**src/rtl/ycbcr_skin_bbox_pkg.sv**
```systemverilog
// Shared constants for the YCbCr skin classifier and bounding-box tracker.
package ycbcr_pkg;

  localparam logic [7:0] CB_MIN_DEF = 8'd77;
  localparam logic [7:0] CB_MAX_DEF = 8'd127;
  localparam logic [7:0] CR_MIN_DEF = 8'd133;
  localparam logic [7:0] CR_MAX_DEF = 8'd173;

  localparam int unsigned COORD_W_DEF = 11;
  localparam int unsigned CNT_W_DEF   = 21;
  localparam int unsigned MIN_PIX_DEF = 64;

  localparam logic [7:0] SKIN_ON  = 8'hFF;
  localparam logic [7:0] SKIN_OFF = 8'h00;

  // A latch before the first frame start only covers a partial frame.
  typedef enum logic {
    BOX_UNARMED = 1'b0,
    BOX_ARMED   = 1'b1
  } arm_state_e;

  function automatic logic in_window(input logic [7:0] v,
                                     input logic [7:0] lo,
                                     input logic [7:0] hi);
    return (v >= lo) && (v <= hi);
  endfunction

endpackage

```
**src/rtl/ycbcr_skin_bbox_if.sv**
```systemverilog
// Incoming YCbCr 4:4:4 pixel stream with its video timing signals.
interface ycbcr_skin_bbox_if;

  logic       pre_frame_vsync;
  logic       pre_frame_hsync;
  logic       pre_frame_de;
  logic [7:0] img_y;
  logic [7:0] img_cb;
  logic [7:0] img_cr;

  modport master (
    output pre_frame_vsync, pre_frame_hsync, pre_frame_de,
    output img_y, img_cb, img_cr
  );

  modport slave (
    input pre_frame_vsync, pre_frame_hsync, pre_frame_de,
    input img_y, img_cb, img_cr
  );

endinterface

```
**src/rtl/ycbcr_skin_bbox_accum.sv**
```systemverilog
// Pixel coordinate counters, per-frame skin bounding-box accumulation and
// the frame-start latch of the box registers.
module skin_bbox_accum
  import ycbcr_pkg::*;
#(
  parameter int unsigned COORD_W = COORD_W_DEF,
  parameter int unsigned CNT_W   = CNT_W_DEF,
  parameter int unsigned MIN_PIX = MIN_PIX_DEF
) (
  input  logic               clk,
  input  logic               rst_n,
  input  logic               vsync,
  input  logic               de,
  input  logic               skin,
  output logic [COORD_W-1:0] box_x_min,
  output logic [COORD_W-1:0] box_x_max,
  output logic [COORD_W-1:0] box_y_min,
  output logic [COORD_W-1:0] box_y_max,
  output logic [CNT_W-1:0]   box_count,
  output logic               box_valid,
  output logic               frame_done
);

  localparam logic [COORD_W-1:0] COORD_MAX = '1;
  localparam logic [CNT_W-1:0]   CNT_MAX   = '1;

  logic               vsync_d1;
  logic               de_d1;
  logic [COORD_W-1:0] x_cnt;
  logic [COORD_W-1:0] y_cnt;
  logic [COORD_W-1:0] acc_x_min;
  logic [COORD_W-1:0] acc_x_max;
  logic [COORD_W-1:0] acc_y_min;
  logic [COORD_W-1:0] acc_y_max;
  logic [CNT_W-1:0]   acc_cnt;
  arm_state_e         arm;

  logic frame_start;
  logic line_end;
  logic latch_valid;

  always_comb begin
    frame_start = vsync & ~vsync_d1;
    line_end    = de_d1 & ~de;
    latch_valid = (arm == BOX_ARMED) && (acc_cnt >= CNT_W'(MIN_PIX));
  end

  always_ff @(posedge clk) begin
    if (!rst_n) begin
      vsync_d1   <= 1'b0;
      de_d1      <= 1'b0;
      x_cnt      <= '0;
      y_cnt      <= '0;
      acc_x_min  <= '1;
      acc_x_max  <= '0;
      acc_y_min  <= '1;
      acc_y_max  <= '0;
      acc_cnt    <= '0;
      arm        <= BOX_UNARMED;
      box_x_min  <= '0;
      box_x_max  <= '0;
      box_y_min  <= '0;
      box_y_max  <= '0;
      box_count  <= '0;
      box_valid  <= 1'b0;
      frame_done <= 1'b0;
    end else begin
      vsync_d1   <= vsync;
      de_d1      <= de;
      frame_done <= frame_start;

      if (de) begin
        if (x_cnt != COORD_MAX) x_cnt <= x_cnt + COORD_W'(1);
      end else begin
        x_cnt <= '0;
      end

      if (frame_start) begin
        y_cnt <= '0;
      end else if (line_end && (y_cnt != COORD_MAX)) begin
        y_cnt <= y_cnt + COORD_W'(1);
      end

      if (frame_start) begin
        box_x_min <= latch_valid ? acc_x_min : '0;
        box_x_max <= latch_valid ? acc_x_max : '0;
        box_y_min <= latch_valid ? acc_y_min : '0;
        box_y_max <= latch_valid ? acc_y_max : '0;
        box_count <= acc_cnt;
        box_valid <= latch_valid;
        arm       <= BOX_ARMED;
        // A pixel coincident with frame start seeds the new frame at row 0.
        acc_x_min <= skin ? x_cnt : '1;
        acc_x_max <= skin ? x_cnt : '0;
        acc_y_min <= '1;
        acc_y_max <= '0;
        if (skin) acc_y_min <= '0;
        acc_cnt   <= skin ? CNT_W'(1) : '0;
      end else if (skin) begin
        if (x_cnt < acc_x_min) acc_x_min <= x_cnt;
        if (x_cnt > acc_x_max) acc_x_max <= x_cnt;
        if (y_cnt < acc_y_min) acc_y_min <= y_cnt;
        if (y_cnt > acc_y_max) acc_y_max <= y_cnt;
        if (acc_cnt != CNT_MAX) acc_cnt <= acc_cnt + CNT_W'(1);
      end
    end
  end

endmodule

```
**src/rtl/ycbcr_skin_bbox.sv**
```systemverilog
// Cb/Cr window skin classifier producing a binary mask stream with 1-cycle
// latency, plus per-frame skin bounding box from skin_bbox_accum.
module ycbcr_skin_bbox
  import ycbcr_pkg::*;
#(
  parameter logic [7:0]  CB_MIN  = CB_MIN_DEF,
  parameter logic [7:0]  CB_MAX  = CB_MAX_DEF,
  parameter logic [7:0]  CR_MIN  = CR_MIN_DEF,
  parameter logic [7:0]  CR_MAX  = CR_MAX_DEF,
  parameter int unsigned COORD_W = COORD_W_DEF,
  parameter int unsigned CNT_W   = CNT_W_DEF,
  parameter int unsigned MIN_PIX = MIN_PIX_DEF
) (
  input  logic               clk,
  input  logic               rst_n,
  ycbcr_skin_bbox_if.slave   pre,
  output logic               post_frame_vsync,
  output logic               post_frame_hsync,
  output logic               post_frame_de,
  output logic [7:0]         img_bin,
  output logic [COORD_W-1:0] box_x_min,
  output logic [COORD_W-1:0] box_x_max,
  output logic [COORD_W-1:0] box_y_min,
  output logic [COORD_W-1:0] box_y_max,
  output logic [CNT_W-1:0]   box_count,
  output logic               box_valid,
  output logic               frame_done
);

  logic skin;
  logic unused_luma;

  always_comb begin
    skin = pre.pre_frame_de
         && in_window(pre.img_cb, CB_MIN, CB_MAX)
         && in_window(pre.img_cr, CR_MIN, CR_MAX);
  end

  // Luma is part of the incoming bus but plays no role in classification.
  assign unused_luma = ^pre.img_y;

  always_ff @(posedge clk) begin
    if (!rst_n) begin
      post_frame_vsync <= 1'b0;
      post_frame_hsync <= 1'b0;
      post_frame_de    <= 1'b0;
      img_bin          <= SKIN_OFF;
    end else begin
      post_frame_vsync <= pre.pre_frame_vsync;
      post_frame_hsync <= pre.pre_frame_hsync;
      post_frame_de    <= pre.pre_frame_de;
      img_bin          <= skin ? SKIN_ON : SKIN_OFF;
    end
  end

  skin_bbox_accum #(
    .COORD_W (COORD_W),
    .CNT_W   (CNT_W),
    .MIN_PIX (MIN_PIX)
  ) u_accum (
    .clk        (clk),
    .rst_n      (rst_n),
    .vsync      (pre.pre_frame_vsync),
    .de         (pre.pre_frame_de),
    .skin       (skin),
    .box_x_min  (box_x_min),
    .box_x_max  (box_x_max),
    .box_y_min  (box_y_min),
    .box_y_max  (box_y_max),
    .box_count  (box_count),
    .box_valid  (box_valid),
    .frame_done (frame_done)
  );

endmodule

```
**src/flat_wrapper.sv**
```systemverilog
// flat-port wrapper written by rule: the top's interface ports become plain ports
module ycbcr_skin_bbox_flat import ycbcr_pkg::*;
#(
  parameter logic [7:0]  CB_MIN  = CB_MIN_DEF,
  parameter logic [7:0]  CB_MAX  = CB_MAX_DEF,
  parameter logic [7:0]  CR_MIN  = CR_MIN_DEF,
  parameter logic [7:0]  CR_MAX  = CR_MAX_DEF,
  parameter int unsigned COORD_W = COORD_W_DEF,
  parameter int unsigned CNT_W   = CNT_W_DEF,
  parameter int unsigned MIN_PIX = MIN_PIX_DEF
)
  (clk, rst_n, post_frame_vsync, post_frame_hsync, post_frame_de, img_bin, box_x_min, box_x_max, box_y_min, box_y_max, box_count, box_valid, frame_done, pre_pre_frame_vsync, pre_pre_frame_hsync, pre_pre_frame_de, pre_img_y, pre_img_cb, pre_img_cr);
  ycbcr_skin_bbox_if pre_i ();
  input  logic clk;
  input  logic rst_n;
  output logic post_frame_vsync;
  output logic post_frame_hsync;
  output logic post_frame_de;
  output logic [7:0] img_bin;
  output logic [COORD_W-1:0] box_x_min;
  output logic [COORD_W-1:0] box_x_max;
  output logic [COORD_W-1:0] box_y_min;
  output logic [COORD_W-1:0] box_y_max;
  output logic [CNT_W-1:0] box_count;
  output logic box_valid;
  output logic frame_done;
  input wire logic [$bits(pre_i.pre_frame_vsync)-1:0] pre_pre_frame_vsync;
  input wire logic [$bits(pre_i.pre_frame_hsync)-1:0] pre_pre_frame_hsync;
  input wire logic [$bits(pre_i.pre_frame_de)-1:0] pre_pre_frame_de;
  input wire logic [$bits(pre_i.img_y)-1:0] pre_img_y;
  input wire logic [$bits(pre_i.img_cb)-1:0] pre_img_cb;
  input wire logic [$bits(pre_i.img_cr)-1:0] pre_img_cr;
  assign pre_i.pre_frame_vsync = pre_pre_frame_vsync;
  assign pre_i.pre_frame_hsync = pre_pre_frame_hsync;
  assign pre_i.pre_frame_de = pre_pre_frame_de;
  assign pre_i.img_y = pre_img_y;
  assign pre_i.img_cb = pre_img_cb;
  assign pre_i.img_cr = pre_img_cr;
  ycbcr_skin_bbox #(.CB_MIN(CB_MIN), .CB_MAX(CB_MAX), .CR_MIN(CR_MIN), .CR_MAX(CR_MAX), .COORD_W(COORD_W), .CNT_W(CNT_W), .MIN_PIX(MIN_PIX)) u_core (.clk(clk), .rst_n(rst_n), .pre(pre_i), .post_frame_vsync(post_frame_vsync), .post_frame_hsync(post_frame_hsync), .post_frame_de(post_frame_de), .img_bin(img_bin), .box_x_min(box_x_min), .box_x_max(box_x_max), .box_y_min(box_y_min), .box_y_max(box_y_max), .box_count(box_count), .box_valid(box_valid), .frame_done(frame_done));
endmodule
```
**config.mk**
```make
export PLATFORM = sky130hd
export DESIGN_NAME = ycbcr_skin_bbox_flat
export DESIGN_NICKNAME = d
export VERILOG_FILES = /design/src/rtl/ycbcr_skin_bbox_pkg.sv /design/src/rtl/ycbcr_skin_bbox_if.sv /design/src/rtl/ycbcr_skin_bbox_accum.sv /design/src/rtl/ycbcr_skin_bbox.sv /design/src/flat_wrapper.sv
export SDC_FILE = /design/constraint.sdc
export NUM_CORES = 1
export LEC_CHECK = 0
export BUFFER_PORTS_ARGS = -buffer_cell sky130_fd_sc_hd__buf_2
export CELL_PAD_IN_SITES_DETAIL_PLACEMENT = 0
export CELL_PAD_IN_SITES_GLOBAL_PLACEMENT = 1
export CORE_MARGIN = 3
export CORE_UTILIZATION = 39
export DETAILED_ROUTE_END_ITERATION = 7
export HOLD_SLACK_MARGIN = 0.02
export PLACE_DENSITY_LB_ADDON = 0.08
export REMOVE_ABC_BUFFERS = 1
export SYNTH_ARGS = -nofsm -noshare
export SYNTH_HDL_FRONTEND = slang
export SYNTH_HIERARCHICAL = 1
export SYNTH_SLANG_ARGS = --single-unit
```
**constraint.sdc**
```tcl
create_clock -name clk -period 2.95 [get_ports clk]
set_clock_uncertainty 0.05 [all_clocks]
set_input_delay 0.59 -clock clk [delete_from_list [all_inputs] [get_ports clk]]
set_output_delay 0.59 -clock clk [all_outputs]
set_load 0.01 [all_outputs]
```
==> results of run 1 <==
power by group through the flow:
stage / sequential, mW / combinational, mW / clock, mW
2_1_floorplan: 2.27 / 0.143 / 0
3_3_place_gp: 2.28 / 0.238 / 0
3_5_place_dp: 2.28 / 0.244 / 0
4_1_cts: 2.23 / 0.245 / 2.29
5_1_grt: 2.23 / 0.273 / 2.37
6_report: 2.23 / 0.241 / 2.22
sequential cells by signal, indices dropped and copies added (netlist names), 11 cells and up:
register                  count
u_core/u_accum/acc_cnt       21
u_core/u_accum/acc_x_max     11
u_core/u_accum/acc_x_min     11
u_core/u_accum/acc_y_max     11
u_core/u_accum/acc_y_min     11
u_core/u_accum/box_count     21
u_core/u_accum/box_x_max     11
u_core/u_accum/box_x_min     11
u_core/u_accum/box_y_max     11
u_core/u_accum/box_y_min     11
u_core/u_accum/x_cnt         11
u_core/u_accum/y_cnt         11
layout by cell type, fill, tap and decap left out, types with 3 or more instances in the layout:
| cell | instances |
|---|---|
| nor2b_1 | 5 |
| bufinv_16 | 3 |
| a211oi_1 | 8 |
| xnor2_1 | 12 |
| o21ai_0 | 40 |
| a21boi_0 | 22 |
| o211ai_1 | 4 |
| a31oi_1 | 6 |
| xor2_1 | 15 |
| buf_4 | 22 |
| a41o_1 | 5 |
| and4_2 | 3 |
| and4_1 | 4 |
| nand2_1 | 95 |
| clkinvlp_4 | 5 |
| and3_1 | 5 |
| and2_1 | 9 |
| clkbuf_16 | 17 |
| o2111ai_1 | 4 |
| o21a_1 | 3 |
| buf_2 | 98 |
| inv_1 | 47 |
| clkbuf_1 | 5 |
| nand3_1 | 36 |
| mux2_2 | 9 |
| a21oi_1 | 50 |
| nor4_1 | 6 |
| nor3_1 | 4 |
| nand3b_1 | 5 |
| nand2b_1 | 5 |
| nand4_1 | 15 |
| dfxtp_1 | 161 |
| nor2_1 | 68 |
| ha_1 | 46 |
| a22o_1 | 45 |
| mux2i_1 | 15 |
critical path, cell delays in order:
cell and delay, ns:
buf_2 0.10, a31o_1 0.20, a22o_1 0.20, nor4_2 0.37, inv_1 0.19, a2111oi_0 0.32, o22ai_1 0.18, buf_4 0.21
mux2_1 0.31
final cells by class:
class,instances,area share (%)
Clock buffer,23,5.19
Clock inverter,9,1.50
Inverter,47,2.00
Multi-Input combinational cell,579,43.4
Sequential cell,161,36.5
Tap cell,260,3.69
Timing Repair Buffer,121,7.66
metrics by stage:
stage	power [mW]	setup TNS (ns)	setup WS (ns)	cells
finish	4.69	0	0.528	1200
global route	4.88	0	0.354	1200
CTS	4.76	0	0.504	1200
detailed placement	2.52	0	0.0985	1168
global placement	2.51	0	0.0889	1168
floorplan	2.41	-44.44	-0.906	787
worst max-delay path by stage:
stage	slack (ns)	start	to	cells past startpoint
floorplan	-0.91	pre_img_cr[1]	u_core/u_accum/acc_y_min[2]$_SDFFE_PN1P_	7
global placement	0.09	pre_img_cr[1]	u_core/u_accum/acc_y_min[2]$_SDFFE_PN1P_	9
detailed placement	0.1	pre_img_cr[1]	u_core/u_accum/acc_y_min[2]$_SDFFE_PN1P_	9
CTS	0.50	pre_img_cr[1]	u_core/u_accum/acc_y_min[2]$_SDFFE_PN1P_	9
global route	0.35	pre_img_cr[1]	u_core/u_accum/acc_y_min[2]$_SDFFE_PN1P_	9
finish	0.53	pre_img_cr[1]	u_core/u_accum/acc_y_min[2]$_SDFFE_PN1P_	9
logic make-up after synthesis:
kind of cell             synth area share (%)
AO/OA/AOI/OAI                            18.9
XOR/XNOR                                 3.14
adder cells (fa/ha/maj)                  7.65
buffers and inverters                    6.42
flip-flops                               42.8
multiplexers                             3.49
AND/OR/NAND/NOR                          17.5
metal layers:
layer | vias to the layer above | wire, um
met1 | 2941 | 8480
li1 | 3150 | -
met5 | - | 0
met2 | 109 | 8250
met4 | 0 | 250
met3 | 17 | 616
==> reports/results.tsv, run 1 <==
metric	value	unit
status	completed	
VDD IR max	0.000386	V
CTS Buf Count	17	
Slew headroom	66.9	%
Power Dens Cells	532	nW/um^2
register share of total power	47.5	%
Setup Buffers After CTS	0	
cell with the most instances after synthesis	dfxtp_1	
dpl hpwl	12600	um
mapped cell area	7520	sq um
Reg2Reg Depth	6	
post-route cell area	8820	sq um
via-per-instance ratio	5.18	
ratio of cells with drive above 1 in the final layout	18.3	%
Top FF cell, synth	dfxtp_1	
first-pass GRT wire length	29600	um
Critical R2R Capture	u_core/u_accum/acc_y_max[3]$_SDFFE_PP0P_	
Mapped Cells	845	
Fillers	1815	
vias in the first global route	5965	
fmax	413	MHz
CTS Sinks	161	
register area	3220	sq um
critical path arrival	2.68	ns
CTS Hold Bufs	0	
area of the multi-input gates	3830	sq um
htree depth	4	
list of most frequent post-synthesis cells	161 x dfxtp_1, 95 x nand2_1, 68 x nor2_1, 50 x a21oi_1, 47 x inv_1	
post_cts resized	0	
DRT iter0 DRCs	335	
Clk network pwr share	47.3	%
Async SR Flop Fraction	0	%
core area	18800	sq um
vias post-DR	6217	
Tot GR Track Use	17.5	%
DRT Pass-1 Iters	5	
Crit. End Element	flip-flop	
DIE WIDTH	145	um
Tmin final	2.42	ns
Hold Path End	u_core/post_frame_hsync$_SDFF_PN0_	
die extent in y	145	um
CTS Root Cell	clkbuf_16	
CTS tree	built	
Hold Path Class	primary input to flip-flop	
met2 global-route usage	28.5	%
count of different cell masters after synthesis	61	
Comb power frac	5.1	%
I/O pins	107	
Reg clk slew, reported paths	0.06	ns
placed cell area	8230	sq um
worst hold path startpoint	pre_pre_frame_hsync	
flop-to-flop setup slack	0.71	ns
global-route met3 utilization	3.75	%
worst-path fanout max	9	
Avg WL per Cell	14.7	um
worst hold stages	2	
Final Slew Violations	0	
average size of a mapped cell	8.90	sq um
RSZ-0062 raised after global routing	no	
largest area contributor in the netlist	dfxtp_1	
Tcrit/Tclk final	82.1	%
final estimated routing congestion in global placement	0.874	
antenna viol nets, final	0	
Area Overhead vs Synth	17.3	%
clk buf depth	2	
largest net degree at the start of global routing	46	
final hold slack	0.326	ns
Sw Ratio	22.2	%
Critical R2R Launch	u_core/u_accum/y_cnt[2]$_SDFFE_PP0P_	
row cnt	50	
Initial Utilization	39.9	%
critical path class	primary input to flip-flop	
WL final	17600	um
busiest grt layer	met2	
worst skew pair latency	0.42	ns
initial antenna violation count	0	
Final Util	46.8	%
I/O Buffers	98	
# setup viols final	0	
GRT overflow	0	
critical path startpoint category	primary input	
M1 GR Usage	23.0	%
DRC violations left	0	
area share of the largest cell type after synthesis	42.8	%
final net count	1002	
worst slew pin tran	0.495	ns
flops & latches, synth	161	
register area share after synthesis	42.8	%
Post-synth EDFFs	0	
Yosys warning count	6	
Fin. Hold Viols	0	
max-cap violation count	0	
Pint	3.65	mW
ANT cells	0	
Synth area leaders	dfxtp_1 43%, ha_1 7.7%, a22o_1 5.2%	
static leakage	3.86	nW
Die ar.	21000	sq um
NetSw	1.04	mW
WP data required	3.21	ns
Power figures use the tool's default switching activity.
==> run 2: changes to the inputs <==
- ABC_AREA: unset -> 1
- CORE_UTILIZATION: 39 -> 42
- clock period: 2.95 -> 2.43 ns (I/O delays scaled with it)
==> reports/results.tsv, run 2 <==
metric	value	unit	change
Pint	4.53	mW	+24%
most frequent cell on the critical path	nand3_1		
Hold Path Class	primary input to flip-flop		
DRT iter0 DRCs	374		+12%
post_cts resized	0		unchanged
Synth area leaders	dfxtp_1 43%, nand2_1 13%, ha_1 7.7%		
top flop regs	u_core/u_accum/acc_cnt: 21 flops, u_core/u_accum/box_count: 21 flops		
Power, Total	5.88	mW	+25%
final estimated routing congestion in global placement	0.829		-5.2%
Top FF cell, synth	dfxtp_1		
Sw Ratio	23.0	%	+0.83 points
worst path cell trace	ha_1 > nand3_1 > nor2_1 > nand3_1 > nor2_2 > inv_1 > nand2_1 > a21oi_1		
die extent in y	140	um	-3.6%
Avg WL per Cell	13.0	um	-11%
DRT Pass-1 Iters	5		unchanged
Slew headroom	50.4	%	-17 points
clk buf depth	2		unchanged
htree depth	4		unchanged
NetSw	1.35	mW	+30%
Power Dens Cells	664	nW/um^2	+25%
# setup viols final	0		unchanged
post-route cell area	8860	sq um	+0.47%
worst slew pin tran	0.743	ns	+0.248 ns
dpl hpwl	12900	um	+2.1%
worst skew pair latency	0.43	ns	about the same
critical path launch point	u_core/u_accum/x_cnt[0]$_SDFFE_PN0P_		
Post-synth EDFFs	0		unchanged
Final Slew Violations	0		unchanged
CTS tree	built		
flops & latches, synth	161		unchanged
vias in the first global route	6201		+4.0%
Yosys warning count	6		unchanged
Initial Utilization	43.1	%	+3.1 points
Comb power frac	6.4	%	+1.3 points
worst-path fanout max	9		unchanged
static leakage	4.15	nW	+7.5%
row cnt	48		-4.0%
VDD IR max	0.000489	V	+27%
vias post-DR	6449		+3.7%
worst hold path startpoint	pre_pre_frame_hsync		
fmax	512	MHz	
critical path startpoint category	flip-flop		
CTS Hold Bufs	0		unchanged
core area	17400	sq um	-7.5%
Area Overhead vs Synth	18.1	%	
largest net degree at the start of global routing	33		-28%
GRT overflow	0		unchanged
critical path class	flip-flop to flip-flop		
most frequent cells in the layout	258 x nand2_1, 161 x dfxtp_1, 116 x inv_1		
CP max stage delay	0.44	ns	+0.07 ns
Mapped Cells	1023		+21%
Fin. Hold Viols	0		unchanged
Setup Buffers After CTS	0		unchanged
register share of total power	46.2	%	-1.3 points
Tot GR Track Use	19.1	%	+1.6 points
antenna viol nets, final	0		unchanged
Reg clk slew, reported paths	0.06	ns	about the same
average size of a mapped cell	7.33	sq um	-18%
CTS Buf Count	17		unchanged
Slowest cell on crit path	dfxtp_1		
Die ar.	19500	sq um	-7.1%
Clk network pwr share	47.5	%	+0.2 points
count of different cell masters after synthesis	38		-38%
non-filler cells, final	1359		+13%
first-pass GRT wire length	30700	um	+3.5%
initial antenna violation count	0		unchanged
CTS Root Cell	clkbuf_16		
WL final	17700	um	+0.79%
Buf+Inv Stages, Crit Path	1		-2
status	completed		
critical path arrival	2.20	ns	-0.48 ns
Tcrit/Tclk final	80.4	%	
RSZ-0062 raised after global routing	no		
register area share after synthesis	43.0	%	+0.11 points
Crit. End Element	flip-flop		
mapped cell area	7500	sq um	-0.27%
ANT cells	0		unchanged
final net count	1196		+19%
Async SR Flop Fraction	0	%	unchanged
placed insts	1327		+14%
Critical R2R Launch	u_core/u_accum/x_cnt[0]$_SDFFE_PN0P_		
DIE WIDTH	140	um	-3.6%
final hold slack	0.198	ns	-0.128 ns
WP data required	2.68	ns	-0.53 ns
Tmin final	1.95	ns	
via-per-instance ratio	4.75		-8.4%
commonest non-fill, non-tap cell in the layout	nand2_1		
DRC violations left	0		unchanged
area share of the largest cell type after synthesis	43.0	%	+0.11 points
CTS Sinks	161		unchanged
critical path's top delay family	simple AND/OR/NAND/NOR gates		
largest area contributor in the netlist	dfxtp_1		
I/O pins	107		unchanged
I/O Buffers	98		unchanged
placed cell area	8240	sq um	+0.17%
cell with the most instances after synthesis	nand2_1		
ratio of cells with drive above 1 in the final layout	16.2	%	-2.1 points
list of most frequent post-synthesis cells	258 x nand2_1, 161 x dfxtp_1, 116 x inv_1, 97 x nand3_1, 71 x nor2_1		
max-cap violation count	0		unchanged
[run 2: final timing paths]
check | end | slack, ns | cells past startpoint
worst max-delay path | u_core/u_accum/x_cnt[0]$_SDFFE_PN0P_ | 0.48 | 8
worst min-delay path | u_core/post_frame_hsync$_SDFF_PN0_ | 0.20 | 3
worst max register to register | u_core/u_accum/x_cnt[0]$_SDFFE_PN0P_ | 0.48 | 8
worst min register to register | u_core/u_accum/box_valid$_SDFFE_PN0P_ | 0.40 | 2
[run 2: per-layer routing]
metal  vias to the layer above  wire length, um  global-route usage (%)
met5                         -                0                       0
met4                         0              120                    4.95
met3                         8              548                    3.95
met2                        99             7950                    31.3
met1                      2851             9110                    25.8
li1                       3491                -                       -
[run 2: layout make-up]
class | instances | area (sq um)
multi-input cells | 695 | 3580
flip-flops and latches | 161 | 3220
fillers | 1806 | 8550
clock inverters | 15 | 193
clock buffers | 17 | 425
repair buffers | 123 | 691
well taps | 225 | 282
inverters | 123 | 464
[run 2: cell families (layout without fill, tap and decap cells)]
group / count (synthesis) / in the layout / synth area share, %
AO/OA/AOI/OAI: 152 / 152 / 10.5
flip-flops: 161 / 161 / 43.0
buffers and inverters: 167 / 278 / 9.32
adder cells (fa/ha/maj): 46 / 46 / 7.67
XOR/XNOR: 13 / 13 / 1.52
AND/OR/NAND/NOR: 484 / 484 / 28.1
[run 2: tightest hold or removal path: cells and delay by family]
kind                   cells  cell delay [ns]
buffers and inverters      2             0.12
AND/OR/NAND/NOR            1             0.04
[run 2: power by group through the flow]
stage               registers, mW  clock network [mW]  logic [mW]
floorplan                    2.77                   0       0.233
global placement             2.77                   0       0.376
detailed placement           2.77                   0       0.378
CTS                          2.71                2.87       0.381
global route                 2.72                2.99       0.431
finish                       2.71                2.79       0.374
[run 2: through the flow]
stage	utilization, %	setup slack, ns	TNS (ns)
floorplan	-	-0.607	-19.13
detailed placement	47.3	0.101	0
CTS	50.9	0.460	0
global placement	47.3	0.172	0
finish	50.9	0.477	0
global route	50.9	0.256	0
